[config.mk]
export PLATFORM = sky130hd
export DESIGN_NAME = branch_predictor
export DESIGN_NICKNAME = d
export VERILOG_FILES = /design/src/rtl/branch_predictor_pkg.sv /design/src/rtl/branch_predictor_sat_counter_table.sv /design/src/rtl/branch_predictor.sv
export SDC_FILE = /design/constraint.sdc
export NUM_CORES = 1
export LEC_CHECK = 0
export ABC_AREA = 1
export CORE_MARGIN = 5
export CORE_UTILIZATION = 33
export DETAILED_ROUTE_END_ITERATION = 10
export MAX_ROUTING_LAYER = met4
export PLACE_DENSITY_LB_ADDON = 0.15
export SETUP_SLACK_MARGIN = 0.05
export SLEW_MARGIN = 15
export SYNTH_ARGS = -nofsm -noshare
export SYNTH_HDL_FRONTEND = slang
export SYNTH_SLANG_ARGS = --single-unit
export TNS_END_PERCENT = 1
[constraint.sdc]
create_clock -name clk -period 5.2 [get_ports clk]
set_input_delay 0.52 -clock clk [delete_from_list [all_inputs] [get_ports clk]]
set_output_delay 0.52 -clock clk [all_outputs]
set_load 0.005 [all_outputs]
[src/rtl/branch_predictor_pkg.sv]
// Shared RV32I pipeline types, extended with the branch predictor's counter
// type and the IF->ID prediction record.
package rv32i_types;

    typedef logic [1:0] sat2_t;

    localparam sat2_t SAT2_RESET     = 2'b01;
    localparam sat2_t SAT2_TAKEN_MIN = 2'd2;

    // Default predictor geometry; the IF->ID record is sized from these.
    localparam int BP_BHT_IDX_BITS     = 5;
    localparam int BP_LHIST_BITS       = 6;
    localparam int BP_GHR_BITS         = 6;
    localparam int BP_CHOOSER_IDX_BITS = 6;

    typedef struct packed {
        logic                           valid;
        logic [BP_BHT_IDX_BITS-1:0]     bht_idx;
        logic [BP_LHIST_BITS-1:0]       lidx;
        logic [BP_GHR_BITS-1:0]         gidx;
        logic [BP_CHOOSER_IDX_BITS-1:0] cidx;
        logic                           local_pr;
        logic                           global_pr;
        logic                           final_pr;
    } bp_id_entry_t;

    function automatic logic sat2_taken(input sat2_t cnt);
        return cnt >= SAT2_TAKEN_MIN;
    endfunction

endpackage

[src/rtl/branch_predictor_sat_counter_table.sv]
// Table of 2-bit saturating counters: one combinational read port and one
// indexed increment/decrement port.
module sat_counter_table
    import rv32i_types::*;
#(
    parameter int    DEPTH     = 64,
    parameter sat2_t RESET_VAL = SAT2_RESET,
    localparam int   IDX_BITS  = $clog2(DEPTH)
) (
    input  logic                clk,
    input  logic                rst_n,
    input  logic [IDX_BITS-1:0] rd_idx,
    output sat2_t               rd_val,
    input  logic [IDX_BITS-1:0] wr_idx,
    input  logic                inc,
    input  logic                dec
);

    sat2_t cnt_q [DEPTH];
    sat2_t cnt_d [DEPTH];

    assign rd_val = cnt_q[rd_idx];

    // Simultaneous inc and dec cancel out and leave the entry unchanged.
    always_comb begin
        cnt_d = cnt_q;
        if (inc && !dec && cnt_q[wr_idx] != 2'd3) begin
            cnt_d[wr_idx] = cnt_q[wr_idx] + 2'd1;
        end else if (dec && !inc && cnt_q[wr_idx] != 2'd0) begin
            cnt_d[wr_idx] = cnt_q[wr_idx] - 2'd1;
        end
    end

    always_ff @(posedge clk or negedge rst_n) begin
        if (!rst_n) begin
            for (int i = 0; i < DEPTH; i++) begin
                cnt_q[i] <= RESET_VAL;
            end
        end else begin
            cnt_q <= cnt_d;
        end
    end

endmodule

[src/rtl/branch_predictor.sv]
// Tournament (local/gshare) direction predictor for IF, with an internal
// IF->ID record so ID-stage resolution trains exactly the entries it used.
module branch_predictor
    import rv32i_types::*;
#(
    parameter int BHT_IDX_BITS     = BP_BHT_IDX_BITS,
    parameter int LHIST_BITS       = BP_LHIST_BITS,
    parameter int GHR_BITS         = BP_GHR_BITS,
    parameter int CHOOSER_IDX_BITS = BP_CHOOSER_IDX_BITS
) (
    input  logic        clk,
    input  logic        rst_n,
    input  logic [31:0] if_pc,
    input  logic        if_id_reg_load,
    input  logic        if_id_reg_flush,
    input  logic        id_ex_in_br_en,
    input  logic        ghr_load,
    input  logic        bht_load,
    input  logic        increment_pht,
    input  logic        decrement_pht,
    input  logic        increment_tournament_pht,
    input  logic        decrement_tournament_pht,
    output logic        if_br_pr,
    output logic        id_local_pr,
    output logic        id_global_pr,
    output logic        id_br_pr
);

    localparam int BHT_DEPTH = 2 ** BHT_IDX_BITS;
    localparam int PC_HI_A   = (BHT_IDX_BITS > GHR_BITS) ? BHT_IDX_BITS : GHR_BITS;
    localparam int PC_HI     = ((PC_HI_A > CHOOSER_IDX_BITS) ? PC_HI_A : CHOOSER_IDX_BITS) + 1;

    logic [LHIST_BITS-1:0]       bht_q [BHT_DEPTH];
    logic [LHIST_BITS-1:0]       bht_d [BHT_DEPTH];
    logic [GHR_BITS-1:0]         ghr_q, ghr_d;
    bp_id_entry_t                id_q, id_d;

    logic [BHT_IDX_BITS-1:0]     bht_rd;
    logic [LHIST_BITS-1:0]       lidx;
    logic [GHR_BITS-1:0]         gidx;
    logic [CHOOSER_IDX_BITS-1:0] cidx;
    sat2_t                       lpht_rd, gpht_rd, chooser_rd;
    logic                        local_pr, global_pr;
    logic                        pht_inc, pht_dec, tour_inc, tour_dec;
    logic                        unused_pc;

    assign unused_pc = ^{if_pc[31:PC_HI+1], if_pc[1:0]};

    assign bht_rd    = if_pc[BHT_IDX_BITS+1:2];
    assign lidx      = bht_q[bht_rd];
    assign gidx      = ghr_q ^ if_pc[GHR_BITS+1:2];
    assign cidx      = if_pc[CHOOSER_IDX_BITS+1:2];
    assign local_pr  = sat2_taken(lpht_rd);
    assign global_pr = sat2_taken(gpht_rd);
    assign if_br_pr  = sat2_taken(chooser_rd) ? global_pr : local_pr;

    // Training strobes only count when ID holds a real prediction record.
    assign pht_inc  = increment_pht & id_q.valid;
    assign pht_dec  = decrement_pht & id_q.valid;
    assign tour_inc = increment_tournament_pht & id_q.valid;
    assign tour_dec = decrement_tournament_pht & id_q.valid;

    sat_counter_table #(.DEPTH(2 ** LHIST_BITS), .RESET_VAL(SAT2_RESET)) u_lpht (
        .clk    (clk),
        .rst_n  (rst_n),
        .rd_idx (lidx),
        .rd_val (lpht_rd),
        .wr_idx (id_q.lidx),
        .inc    (pht_inc),
        .dec    (pht_dec)
    );

    sat_counter_table #(.DEPTH(2 ** GHR_BITS), .RESET_VAL(SAT2_RESET)) u_gpht (
        .clk    (clk),
        .rst_n  (rst_n),
        .rd_idx (gidx),
        .rd_val (gpht_rd),
        .wr_idx (id_q.gidx),
        .inc    (pht_inc),
        .dec    (pht_dec)
    );

    sat_counter_table #(.DEPTH(2 ** CHOOSER_IDX_BITS), .RESET_VAL(SAT2_RESET)) u_chooser (
        .clk    (clk),
        .rst_n  (rst_n),
        .rd_idx (cidx),
        .rd_val (chooser_rd),
        .wr_idx (id_q.cidx),
        .inc    (tour_inc),
        .dec    (tour_dec)
    );

    // Histories advance only on resolved outcomes; lookups see pre-shift values.
    always_comb begin
        bht_d = bht_q;
        ghr_d = ghr_q;
        if (id_q.valid && bht_load) begin
            bht_d[id_q.bht_idx] = {bht_q[id_q.bht_idx][LHIST_BITS-2:0], id_ex_in_br_en};
        end
        if (id_q.valid && ghr_load) begin
            ghr_d = {ghr_q[GHR_BITS-2:0], id_ex_in_br_en};
        end
    end

    always_comb begin
        id_d = id_q;
        if (if_id_reg_flush) begin
            id_d = '0;
        end else if (if_id_reg_load) begin
            id_d.valid     = 1'b1;
            id_d.bht_idx   = bht_rd;
            id_d.lidx      = lidx;
            id_d.gidx      = gidx;
            id_d.cidx      = cidx;
            id_d.local_pr  = local_pr;
            id_d.global_pr = global_pr;
            id_d.final_pr  = if_br_pr;
        end
    end

    always_ff @(posedge clk or negedge rst_n) begin
        if (!rst_n) begin
            for (int i = 0; i < BHT_DEPTH; i++) begin
                bht_q[i] <= '0;
            end
            ghr_q <= '0;
            id_q  <= '0;
        end else begin
            bht_q <= bht_d;
            ghr_q <= ghr_d;
            id_q  <= id_d;
        end
    end

    assign id_local_pr  = id_q.valid & id_q.local_pr;
    assign id_global_pr = id_q.valid & id_q.global_pr;
    assign id_br_pr     = id_q.valid & id_q.final_pr;

endmodule
# Yosys cells after proc, flatten, opt, wreduce, memory -nomap -nowiden

Index checks and enable logic that the tools add are counted.

Output and inout port bits: 4
Logic and storage cells: 348
Register bits after elaboration: 609

Mux-type cells: 48
Magnitude comparators: 15
Reduce and logical (&&, ||, !) cells: 27
Bitwise logic cells: 16
Equality and inequality tests: 3
$add $sub $neg: 6

Operators with widths:

| operator              | number |
|---|---|
| $bwmux W128           | 6 |
| $mux W128             | 6 |
| $bwmux W192           | 1 |
| $bmux W2 S6           | 6 |
| $bmux W6 S5           | 2 |
| $mux W27              | 2 |
| $ge A7 B7 Y1 const B  | 6 |
| $not A6 Y7            | 6 |
| $demux W2 S6          | 3 |
| $demux W6 S5          | 1 |
| $mux W2               | 15 |
| $lt A7 B1 Y1 const B  | 3 |
| $mux W6               | 3 |
| $logic_and A1 B1 Y1   | 16 |
| $reduce_bool A2 Y1    | 7 |
| $ge A6 B6 Y1 const B  | 2 |
| $not A5 Y6            | 2 |
| $mux W5               | 2 |
| $and A1 B1 Y1         | 7 |
| $add A2 B1 Y2 const B | 3 |
| $ge A2 B2 Y1 const B  | 3 |
| $lt A6 B1 Y1 const B  | 1 |
| $ne A2 B2 Y1 const B  | 3 |
| $sub A2 B1 Y2 const B | 3 |
| other kinds (3)       | 6 |

# Depth between registers and ports, before layout

Gate-level depths: netlist of run 1.

Depth in word-level cells: 12
Depth in mapped cells: 23

# Modules after synthesis

Synthesis of run 1 repeated with hierarchy kept, for this count alone.

Cells, all modules: 5637
Area total of the unflattened synthesis: 36921.7 um^2

Modules (own cells, without submodules):

| module            | cells each | times used | area an instance (um^2) |
|---|---|---|---|
| sat_counter_table | 1292       | 3          | 8334.2 |
| branch_predictor  | 1761       | 1          | 11918.9 |

# Worst setup path after synthesis of run 1

Ideal clock, no wire load.

Kind: reg2reg
From: register id_q[16] (netlist bit)
To: register u_lpht.cnt_q[127] (netlist bit)
Required time: 5.054 ns
Cell stages (with the launch flop): 20
Arrival time: 3.331 ns
Path slack: 1.724 ns
Cell sequence: dfrtp_1 -> buf_4 -> inv_4 -> nor3_2 -> clkbuf_1 -> a22o_1 -> a221oi_1 -> nand4_1 -> a22o_1 -> nor4_1 -> inv_1 -> ha_1 -> inv_1 -> nand2_1 -> nand2_1 -> inv_2 -> nor4_1 -> nand2_1 -> nand2_1 -> o21ai_0

Word-level cells in the longest chain between the ends: 8
Elaborated cells on any way between the ends: 20

Ends and longest elaborated chain:

| element                                                                     | line                                                                               | text |
|---|---|---|
| start: declaration                                                          | branch_predictor.sv:36                                                             | `bp_id_entry_t id_q, id_d;` |
| start signal: assignment                                                    | branch_predictor.sv:131                                                            | `id_q <= id_d;` |
| $not A6 Y7 (implied by the code) *                                          | -                                                                                  |  |
| $bmux W2 S6 (tied with other cells)                                         | -                                                                                  |  |
| $mux W2 (implied by the code) / $logic_and A1 B1 Y1 (equally long branches) | -                                                                                  |  |
| $mux W2 (on tied branches)                                                  | -                                                                                  |  |
| $sub A2 B1 Y2 / $demux W2 S6 (equally long branches)                        | branch_predictor_sat_counter_table.sv:30, branch_predictor_sat_counter_table.sv:28 |  |
| $bwmux W128                                                                 | branch_predictor_sat_counter_table.sv:30                                           | `cnt_d[wr_idx] = cnt_q[wr_idx] - 2'd1;` |
| $mux W128                                                                   | branch_predictor_sat_counter_table.sv:29                                           | `end else if (dec && !inc && cnt_q[wr_idx] != 2'd0) begin` |
| $mux W128                                                                   | branch_predictor_sat_counter_table.sv:27                                           | `if (inc && !dec && cnt_q[wr_idx] != 2'd3) begin` |
| end signal: assignment                                                      | branch_predictor_sat_counter_table.sv:40                                           | `cnt_q <= cnt_d;` |
| end: declaration                                                            | branch_predictor_sat_counter_table.sv:19                                           | `sat2_t cnt_q [DEPTH];` |

Every way passes the cells marked *; elsewhere a longest branch is shown, timed or not. The select of a mux whose other input is x is not followed.
A chain may end at the register's enable or synchronous reset.

# Final worst setup path of run 1

From: input if_pc[2]
To: output if_br_pr

Word-level cells in the longest chain between the ends: 10
Elaborated cells on any way between the ends: 21

Ends and longest elaborated chain:

| element                                     | line                                     | text |
|---|---|---|
| start: declaration                          | branch_predictor.sv:13                   | `input logic [31:0] if_pc,` |
| $not A5 Y6 (implied by the code)            | branch_predictor.sv:50                   | `assign lidx = bht_q[bht_rd];` |
| $bmux W6 S5                                 | branch_predictor.sv:50                   |  |
| $mux W6 (implied by the code) (2 in series) | branch_predictor.sv:50                   |  |
| $not A6 Y7 (implied by the code)            | branch_predictor_sat_counter_table.sv:22 | `assign rd_val = cnt_q[rd_idx];` |
| $bmux W2 S6                                 | branch_predictor_sat_counter_table.sv:22 |  |
| $mux W2 (implied by the code) (2 in series) | branch_predictor_sat_counter_table.sv:22 |  |
| $ge A2 B2 Y1                                | branch_predictor_pkg.sv:28               | `return cnt >= SAT2_TAKEN_MIN;` |
| $mux W1 *                                   | branch_predictor.sv:55                   | `assign if_br_pr = sat2_taken(chooser_rd) ? global_pr : local_pr;` |
| end: declaration                            | branch_predictor.sv:23                   | `output logic if_br_pr,` |

Marks and branches as above.

==> results of run 1 <==
==> per-stage QoR <==
| stage | area (sq um) | hold WS, ns | cells |
|---|---|---|---|
| 2_1_floorplan | 30700 | 0.224 | 3813 |
| 4_1_cts | 35100 | 0.460 | 5145 |
| 5_1_grt | 35100 | 0.488 | 5145 |
| 3_5_place_dp | 32700 | 0.465 | 5012 |
| 6_report | 35100 | 0.468 | 5145 |
| 3_3_place_gp | 32700 | 0.460 | 5012 |
==> worst paths after layout <==
check	end	cells after the start	slack (ns)
setup / recovery	if_br_pr	20	0.57
hold / removal	u_gpht.cnt_q[43]	2	0.47
setup reg to reg	u_gpht.cnt_q[7]	20	0.59
hold reg to reg	flop	2	0.47
max in group asynchronous	u_lpht.cnt_q[109]	3	3.44
min in group clk	flop	2	0.47
==> power by group <==
| part | internal [uW] | switching, uW |
|---|---|---|
| registers | 5130 | 278 |
| logic | 743 | 2040 |
| clock network | 3160 | 2160 |
| total | 9040 | 4480 |
==> cell type report <==
cell class                 instances  area [sq um]
inverter                         228           868
multi-input combinational       2759         13400
sequential                       604         15400
clock inverter                    26           350
timing repair buffer             168          1470
fill                            9681         57800
tap                             1254          1570
clock buffer                     106          2100
==> placed cells by master (no fill, tap or decap), types with 4 or more instances in the layout <==
cell	Yosys	layout
sky130_fd_sc_hd__inv_1	197	197
sky130_fd_sc_hd__nor3_2	17	16
sky130_fd_sc_hd__nor3_1	23	23
sky130_fd_sc_hd__buf_4	30	135
sky130_fd_sc_hd__o41ai_1	7	6
sky130_fd_sc_hd__clkbuf_8	0	13
sky130_fd_sc_hd__clkinv_2	0	13
sky130_fd_sc_hd__a22o_1	20	20
sky130_fd_sc_hd__o21ai_0	620	620
sky130_fd_sc_hd__a21oi_1	84	84
sky130_fd_sc_hd__nor4_2	6	4
sky130_fd_sc_hd__o211ai_1	12	12
sky130_fd_sc_hd__nand3_1	205	205
sky130_fd_sc_hd__inv_2	17	17
sky130_fd_sc_hd__nor3_4	4	5
sky130_fd_sc_hd__clkinv_1	9	9
sky130_fd_sc_hd__o21ai_1	147	147
sky130_fd_sc_hd__o22ai_1	120	120
sky130_fd_sc_hd__nand2_1	1072	1070
sky130_fd_sc_hd__a221oi_1	23	23
sky130_fd_sc_hd__clkdlybuf4s50_1	0	16
sky130_fd_sc_hd__ha_1	6	6
sky130_fd_sc_hd__bufinv_16	0	7
sky130_fd_sc_hd__xnor2_1	8	5
sky130_fd_sc_hd__dfrtp_1	412	412
sky130_fd_sc_hd__clkbuf_1	107	19
sky130_fd_sc_hd__clkbuf_16	0	74
sky130_fd_sc_hd__a21oi_2	5	5
sky130_fd_sc_hd__nor2_1	199	195
sky130_fd_sc_hd__dfstp_2	192	192
sky130_fd_sc_hd__nor2_2	3	4
sky130_fd_sc_hd__a22oi_1	82	82
sky130_fd_sc_hd__nor4_1	11	11
sky130_fd_sc_hd__o31ai_1	6	6
sky130_fd_sc_hd__nand2_2	4	6
sky130_fd_sc_hd__inv_4	5	5
sky130_fd_sc_hd__mux2_2	4	4
sky130_fd_sc_hd__o221ai_1	14	14
sky130_fd_sc_hd__buf_12	0	13
sky130_fd_sc_hd__nand4_1	27	27
==> cell families (layout without fill, tap and decap cells) <==
group | Yosys count | after routing | synth area share
AO/OA/AOI/OAI | 1160 | 1160 | 0.214
XOR/XNOR | 8 | 8 | 0.00228
adder cells (fa/ha/maj) | 6 | 6 | 0.00244
buffers and inverters | 450 | 528 | 0.0658
flip-flops | 604 | 604 | 0.500
multiplexers | 4 | 4 | 0.00147
AND/OR/NAND/NOR | 1581 | 1581 | 0.215
==> timing repair <==
item,in CTS,in global routing
hold endpoints to repair,39,0
buffers inserted,0,0
hold buffers,1,0
==> metal layers <==
metal,vias up,share of wire
met1,13342,0.46
met3,223,0.054
met2,878,0.45
met4,0,0.034
li1,13105,-
met5,-,0
==> run summary, run 1 <==
The power density normalized to cell area is 385 nW/um^2. The biggest fanout along the worst timing path was 47; the core occupancy in the finished layout was 0.378. sky130_fd_sc_hd__dfrtp_1 takes more of the synthesized area than any other cell. The first routing iteration left 2,607 violations. The largest individual stage delay along the critical path comes from the cell sky130_fd_sc_hd__clkdlybuf4s50_1. Setup violations remaining at the end of the flow were counted as 0.

CTS built an H-tree with a depth of 3. The floorplan has 112 rows. The global routing met1 resource utilization was 0.320; the core area was 92,900 sq um. Yosys mapped a number of flops with a built-in enable equal to 0. Number of CTS-inserted buffers: 73. After detailed routing, the average wire length per cell comes to 21.7 microns. The tools report the number of DRC violations after detailed routing as 0. For the total leakage power, the log shows 0.0139 uW.

In the synthesized netlist the dominant register cell turns out to be sky130_fd_sc_hd__dfrtp_1. For the global routing usage summed across all routing layers, the log shows 0.228. Traced cell by cell, the critical path runs through buf_4 > inv_4 > nand2_1 > nand3_1 > nand3_1 > nand2_1 > nand2_1 > nand3_4 > nand2_4 > inv_1 > nand2_1 > nand3_1 > nand3_1 > nand3_1 > nand3_1 > nand3_1 > nand2_1 > nand2_1 > and2_1 > clkdlybuf4s50_1.

The first detailed-routing pass took 6 iterations. Clock-pin slew was measured on the worst setup and hold paths at 0.06 ns. The tools report the final number of hold-violating endpoints as 0.

The run finished with clean final reports. The met2 demand-to-capacity share in global routing was 0.346. For this run, the post-layout net count is 3,883.

Across the run, the number of max-cap violations was 0. Vertical extent of the die: 315 microns. The diode insertion count for antenna repair was 0; the overall power after layout was 13,500 uW.

Summing every instance area after synthesis gives 30,700 sq um. The first global-routing pass estimated 171,000 microns of wire. The congestion estimate from routability-driven global placement came to 0.876. The number of register bits inferred by synthesis works out to 604. Highest cell delay on the worst timing path: 0.50 ns.

The tools report the number of antenna violations at the first check in global routing as 0. The worst setup path is captured at an output port. The most numerous cell type found on the critical path is sky130_fd_sc_hd__nand3_1. Tracing the worst setup path back leads to its startpoint at if_pc[2]. The effective utilization at floorplan is 0.331, and the number of buffer and inverter instances along the worst setup path is 4. After global routing the overflow that remains totals 0.

Yosys printed 0 warnings. The launching point of the worst reg2reg path was id_q[9]. Summed over all failing endpoints, the final setup total negative slack is 0 ns. The most frequent cell after synthesis is sky130_fd_sc_hd__nand2_1. In this run the horizontal extent of the chip is 315 microns. The routed design has 112,000 microns of wire. The transition time at the pin with the least slew margin was 1.19 ns; the number of I/O pins was 47.

Area growth from synthesis to final layout: 14.4%. The tools report the worst setup slack after layout as 0.566 ns. The synthesized area divided by synthesized cell count is 8.06 sq um, and the number of cells upsized or downsized after cts is 0. The synthesized netlist contains 54 unique library cells.

IR analysis of the VDD net gives a maximum drop of 0.260 mV. Setup repair after global routing left no endpoint under its margin. The run gives 216 MHz as the maximum frequency from static timing analysis.

The critical path is of the in -> out type. The data arrival at the endpoint of the critical path was 4.11 ns; the setup slack after placement was 0.570 ns. Counting every instance in the synthesized netlist gives 3,813. Across the routed clock network, the largest skew measured is 0.0263 ns.

For the latest clock arrival within the worst-skew pair, the log shows 0.65 ns. TritonCTS built the clock tree. The tools report the final-report max-slew violation count as 0.

The global-route track usage on met3 is 0.0271, and the worst slew margin relative to its limit is 0.203. The run gives 0.500 as the post-synthesis sequential area ratio. The worst setup path is launched from an input pin. Once detail routing completed, the nets flagged for antenna violations numbered 0. In the synthesized netlist, the cells that appear most often are sky130_fd_sc_hd__nand2_1 (1,072), sky130_fd_sc_hd__o21ai_0 (620), sky130_fd_sc_hd__dfrtp_1 (412). The final period utilization was 0.891. The die covers 99,300 sq um. During placement, the flow inserted port buffers numbering 20.

STA puts the critical path data required time at 4.68 ns. After detailed routing, the number of vias per cell comes to 5.35. The area share of the leading cell type in the synthesized netlist came out at 0.336.

The via count of the first global-routing pass came out at 26,500. The maximum number of pins on one net before global-route repair is 143, and the largest buffer count on any clock path is 3. Share of final-layout standard cells stronger than drive strength 1: 0.139. The tools report the synthesized net count as 3,862. The cell type group with the largest total delay on the critical path is simple AND/OR/NAND/NOR gates. The busiest layer in global routing is met2.

The share of synthesized registers carrying an async set or reset was 1.00. The tightest min-delay check is of the in -> async type. The final HPWL from detailed placement was 71,200 microns. The tree built by TritonCTS fans out to 604 sinks. CTS placed an instance of sky130_fd_sc_hd__clkbuf_16 at the clock tree root. By area the synthesized netlist is led by sky130_fd_sc_hd__dfrtp_1 (34%), sky130_fd_sc_hd__dfstp_2 (16%), sky130_fd_sc_hd__nand2_1 (13%). The worst path needs 4.63 ns of the cycle, external delays included.

For the via count of the routed design, the log shows 27,548.
Power figures use the tool's default switching activity.
==> inputs of run 2 (changes only) <==
SLEW_MARGIN = unset   (was 15)
==> results of run 2 <==
The final DEF is identical to that of run 1; final timing and power are the same.
